## src/rtl/serial_adder.sv

```systemverilog
// Bit-serial adder: a+b+cin one bit per cycle, LSB first; ovf output when SERIAL_ADDER_OVF_EN is defined.
// Latency: start accepted at edge T0, done pulses between T(WIDTH) and T(WIDTH+1).
// Backpressure: none; start is only sampled in IDLE, ignored while busy.
module serial_adder #(
    parameter int WIDTH = 8
) (
    input  logic             clk,
    input  logic             rst_n,
    input  logic             start,
    input  logic [WIDTH-1:0] a,
    input  logic [WIDTH-1:0] b,
    input  logic             cin,
    output logic             busy,
    output logic             done,
    output logic [WIDTH-1:0] sum,
    output logic             cout
`ifdef SERIAL_ADDER_OVF_EN
    ,
    output logic             ovf
`endif
);

    localparam int CW = $clog2(WIDTH + 1);

    typedef enum logic [1:0] {
        IDLE,
        RUN,
        DONE
    } state_t;

    state_t           state;
    state_t           state_nxt;
    logic [WIDTH-1:0] a_sh;
    logic [WIDTH-1:0] b_sh;
    logic [WIDTH-1:0] res;
    logic [WIDTH-1:0] res_nxt;
    logic             c;
    logic             s_bit;
    logic             c_nxt;
    logic [CW-1:0]    cnt;
    logic             last;
    logic             load;

    always_ff @(posedge clk or negedge rst_n) begin
        if (!rst_n) begin
            state <= IDLE;
        end else begin
            state <= state_nxt;
        end
    end

    always_comb begin
        state_nxt = state;
        busy      = (state != IDLE);
        done      = 1'b0;
        load      = 1'b0;
        last      = (cnt == CW'(WIDTH - 1));
        case (state)
            IDLE: begin
                if (start) begin
                    load      = 1'b1;
                    state_nxt = RUN;
                end
            end
            RUN: begin
                if (last) begin
                    state_nxt = DONE;
                end
            end
            DONE: begin
                done      = 1'b1;
                state_nxt = IDLE;
            end
            default: state_nxt = IDLE;
        endcase
    end

    // One full-adder slice; the sum bit enters the result at the MSB so the
    // result is aligned once WIDTH bits have been shifted in.
    always_comb begin
        s_bit              = a_sh[0] ^ b_sh[0] ^ c;
        c_nxt              = (a_sh[0] & b_sh[0]) | (a_sh[0] & c) | (b_sh[0] & c);
        res_nxt            = res >> 1;
        res_nxt[WIDTH-1]   = s_bit;
    end

    always_ff @(posedge clk or negedge rst_n) begin
        if (!rst_n) begin
            a_sh <= '0;
            b_sh <= '0;
            res  <= '0;
            c    <= 1'b0;
            cnt  <= '0;
            sum  <= '0;
            cout <= 1'b0;
`ifdef SERIAL_ADDER_OVF_EN
            ovf  <= 1'b0;
`endif
        end else if (load) begin
            a_sh <= a;
            b_sh <= b;
            c    <= cin;
            res  <= '0;
            cnt  <= '0;
        end else if (state == RUN) begin
            a_sh <= a_sh >> 1;
            b_sh <= b_sh >> 1;
            c    <= c_nxt;
            res  <= res_nxt;
            cnt  <= cnt + CW'(1);
            if (last) begin
                sum  <= res_nxt;
                cout <= c_nxt;
`ifdef SERIAL_ADDER_OVF_EN
                // c is the carry into the MSB at this point
                ovf  <= c ^ c_nxt;
`endif
            end
        end
    end

endmodule

```

## config.mk

```make
export PLATFORM = sky130hd
export DESIGN_NAME = serial_adder
export DESIGN_NICKNAME = d
export VERILOG_FILES = /design/src/rtl/serial_adder.sv
export SDC_FILE = /design/constraint.sdc
export NUM_CORES = 1
export LEC_CHECK = 0
export CORE_MARGIN = 2
export CORE_UTILIZATION = 34
export CTS_BUF_LIST = sky130_fd_sc_hd__clkbuf_16
export CTS_CLUSTER_DIAMETER = 50
export CTS_CLUSTER_SIZE = 14
export DETAILED_ROUTE_END_ITERATION = 8
export DONT_BUFFER_PORTS = 1
export PLACE_DENSITY = 0.51
export SLEW_MARGIN = 20
export SYNTH_ARGS = -nofsm -noshare
export SYNTH_HDL_FRONTEND = slang
export SYNTH_SLANG_ARGS = --single-unit
```

## constraint.sdc

```tcl
create_clock -name clk -period 1.83 [get_ports clk]
set_clock_uncertainty 0.05 [all_clocks]
set_input_delay 0.2745 -clock clk [delete_from_list [all_inputs] [get_ports clk]]
set_output_delay 0.2745 -clock clk [all_outputs]
set_load 0.01 [all_outputs]
```

### Word-level counts from Yosys, hierarchy flattened

Index checks and enable logic that the tools add are counted.

* equal/unequal tests: 5
* reduce and logical (&&, ||, !) cells: 5
* muxes and demuxes: 16
* bitwise logic cells: 8
* add/subtract/negate cells: 1

Operators with widths (count)
* 8-bit 2-to-1 mux: 6
* 4-bit 2-to-1 mux: 2
* 1-bit 2-to-1 mux: 5
* 4-bit by 1-bit adder with 4-bit output (second input constant): 1
* 4-bit by 3-bit == test with 1-bit output (second input constant): 1
* 2-bit 2-to-1 mux: 2
* 2-bit != test (second input constant): 2
* 2-bit case mux with 2 select lines: 1
* 2-bit nonzero test: 2
* 1-bit bitwise AND: 3
* 3-bit AND reduction: 1
* 2-bit by 1-bit == test with 1-bit output (second input constant): 1
* 2-bit == test (second input constant): 1
* 2-bit zero test: 1
* 1-bit bitwise OR: 2
* 2-bit AND reduction: 1
* 1-bit bitwise XOR: 2
* 1-bit NOT: 1

* input port bits: 20
* register bits: 40

### Longest topological paths before layout

* depth in word-level cells: 5
* gate-level depth with buffers: 5
* gate-level depth less buffers: 4

### Worst setup path after synthesis

No wires, ideal clock.

* path kind: register to register
* start: reg cnt[0]
* end: reg cout
* data required time: 1.655 ns
* setup slack: 0.366 ns
* path buffers: 0
* data arrival time: 1.289 ns
* period minus slack after synthesis: 1.464 ns
* stages on the path, launching flop included: 5
* setup time: 0.125 ns
* cells stage by stage: dfrtp_1 > ha_1 > nand2_1 > nor3_4 > mux2_2

* longest elaborated chain between the ends: 2

Ends and longest elaborated chain
* start: declaration: RTL line 40 `logic [CW-1:0] cnt;`
* start signal: assignment: RTL line 110 `cnt <= cnt + CW'(1);`
* 4-bit by 3-bit == test with 1-bit output: RTL line 57 `last = (cnt == CW'(WIDTH - 1));`
* 3-bit AND reduction (no line)
* end signal: assignment: RTL line 113 `cout <= c_nxt;`
* end: declaration: RTL line 16 `output logic cout`

Every way passes these cells.
A chain may end at the register's enable or synchronous reset.

### Worst setup path after layout

* start: reg cnt[0]
* end: reg sum[5]

* longest elaborated chain between the ends: 2

Ends and longest elaborated chain
* 4-bit by 3-bit == test with 1-bit output: RTL line 57
* 3-bit AND reduction (no line)
* end signal: assignment: RTL line 112 `sum <= res_nxt;`
* end: declaration: RTL line 15 `output logic [WIDTH-1:0] sum,`

Every way passes these cells.

==> results.toml <==
[outcome]
outcome = "finished, final reports clean"

[clock_network]
clock_latency_ns = 0.28
post-cts-setup-buffers = 0
cts_tree = "done"
cts-root-buf = "clkbuf_16"
clockBufferDepth = 2
cts-buffers-inserted = 5
cts.htree.levels = 2
clk_pin_slew_ns = 0.05
cts_sinks = 39

[grt]
first_global_vias = 1110
grt_max_degree = 41
grtUsageTotal_pct = 13.64
grt-ovfl-total = 0
grt_first_pass_wirelength_mm = 5.506
antenna_found_initial = 0

[yosys]
synth_common_cells = "nand2_1, dfrtp_1, nand3_1"
synth_cell_type_count = 21
yosysSeqAreaShare_pct = 58.12
yosysWarnings = 0
synth_area_um2 = 1679
avgSynthCellArea_um2 = 10.12
postSynthNetCount = 188
synth.most_common_cell = "nand2_1"
synth_cells = 166
synth-async-reset-ratio_pct = 100.0
synth_area_leader_cell = "dfrtp_1"
synth_area_leaders = "dfrtp_1, nand2_1, mux2_2"
synth_ff_type = "dfrtp_1"
synth_edf_count = 0
yosysTopAreaCellShare_pct = 58.12
synth-seq-cells = 39

[hold_path]
hold_path_end = "b_sh[7]"
min_path_type = "in2reg"
hold_depth = 2
hold_start = "b[7]"

[critical_path]
cpMaxStageDelayCell = "dfrtp_1"
cpLargestDelayFamily = "flip-flops"
ff2ff_path_depth = 5
r2r-start = "cnt[0]"
cp.required_ns = 1.94
critPathMaxFanout = 10
r2r_end = "sum[5]"
cp.arrival_ns = 1.64
cp-end-kind = "flip-flop"
path_buf_inv = 1
crit_type = "reg2reg"
crit_chain = "ha_1, nand2_1, nor3_4, buf_4, mux2_2"
crit_path_start_kind = "flip-flop"
cpPeakStageDelay_ns = 0.38
reg2reg_setup_slack_ns = 0.30

[routing]
viasPerCell = 4.772
vias = 1131
routed_wl_mm = 3.277
ant_nets = 0
dr.pass1.iters = 4
wl_per_cell_um = 13.83
drt_iter0_drc = 76
drc = 0

[place]
dp_cells = 227
post-dp-hpwl_mm = 2.063
portBuffers = 0
gp_congestion = 0.7371

[timing]
setup_viol = 0
fin_crit_ns = 1.531
slew_viol_final = 0
tns_ns = 0
fmax_mhz = 653.4
min_period_over_period_pct = 83.64
worst_pin_slew_ns = 0.3868
slew_headroom_pct = 74.21
rsz0062_at_grt = "false"
final-hold-violation-count = 0

[die]
coreArea_um2 = 4755
initial_utilization_pct = 35.32
dieArea_um2 = 5517
io_pins = 31
rows = 25
die_w_um = 74.28
die_height_um = 74.28

[layout]
drive_gt1_share_pct = 14.71
num_antenna_cells = 0
finalNetCount = 191
area_delta_synth_final_pct = 15.65
fin_cells = 237

[power_and_ir_drop]
p_per_area_nw_per_um2 = 1877
vdd_ir_drop_max_v = 0.0007153
leakagePower_uw = 0.0009059

[flow_run]
maxCapViolCount = 0
[per-stage QoR]
step / power, uW / util [%] / hold slack, ns / area (um2) / setup WS, ns
final: 3644 / 40.84 / 0.05573 / 1942 / 0.2995
after global routing: 3950 / 40.84 / 0.05308 / 1942 / 0.1477
after CTS: 3700 / 40.84 / 0.04745 / 1942 / 0.2919
after detailed placement: 2697 / 36.76 / -0.07000 / 1748 / 0.3009
after global placement: 2655 / 36.76 / -0.06969 / 1748 / 0.3386
after floorplan: 2440 / - / -0.07109 / 1679 / 0.3665
[placed cells by master (no fill, tap or decap), types with 2 or more instances in the layout]
| cell | netlist | final |
|---|---|---|
| a31oi_1 | 12 | 12 |
| mux2i_1 | 2 | 2 |
| nand3_1 | 14 | 14 |
| dfrtp_1 | 39 | 39 |
| mux2_2 | 9 | 9 |
| nor2b_1 | 2 | 2 |
| o21ai_0 | 2 | 2 |
| a22oi_1 | 3 | 3 |
| clkbuf_16 | 0 | 5 |
| buf_4 | 0 | 5 |
| nor2_1 | 12 | 12 |
| nor3b_1 | 2 | 2 |
| nand2_1 | 50 | 50 |
[area by class of cell]
| class | instances | area [um2] |
|---|---|---|
| clock inverters | 3 | 38.79 |
| flip-flops and latches | 39 | 975.9 |
| well taps | 67 | 83.83 |
| fillers | 478 | 2813 |
| repair buffers | 7 | 67.56 |
| clock buffers | 5 | 125.1 |
| multi-input cells | 116 | 650.6 |
[timing repair]
action | in CTS | in global routing
hold buffers | 2 | 0
endpoints found under the hold margin | 39 | 0
resized for setup | 0 | 0
[report_power, final]
part           switching [uW]  total, uW  internal (uW)
sequential                313       1580           1270
combinational             636       1110            476
clock                     314        949            635
total                    1260       3640           2380
[worst max path at each step]
stage / startpoint / endpoint / cells past startpoint
floorplan: cnt[0] / cout / 4
finish: cnt[0] / sum[5] / 5
global route: cnt[0] / sum[5] / 5
detailed placement: cnt[0] / sum[2] / 5
CTS: cnt[0] / sum[5] / 5
global placement: cnt[0] / sum[5] / 5
[flip-flops by register name (all words and copies together), names as in the netlist]
name   count
cnt        4
b_sh       8
c          1
state      2
res        7
cout       1
a_sh       8
sum        8
[metal layers]
layer	routed length, um	part of all wire, %	track usage (%)	vias up
li1	-	-	-	564
met1	1432	44	17.61	543
met2	1581	48	19.94	20
met3	200	6.1	5.285	4
met4	63	1.9	7.143	0
met5	0	0	0	-
[logic make-up (layout without fill, tap and decap cells)]
logic type / after synthesis / count (layout) / synth area share [%]
flip-flops: 39 / 39 / 58.12
multiplexers: 11 / 11 / 7.228
adder cells (fa/ha/maj): 2 / 2 / 1.937
AND/OR/NAND/NOR: 85 / 85 / 22.73
AO/OA/AOI/OAI: 18 / 18 / 6.855
buffers and inverters: 11 / 15 / 3.130
No activity file was read; power rests on OpenSTA's default activity.
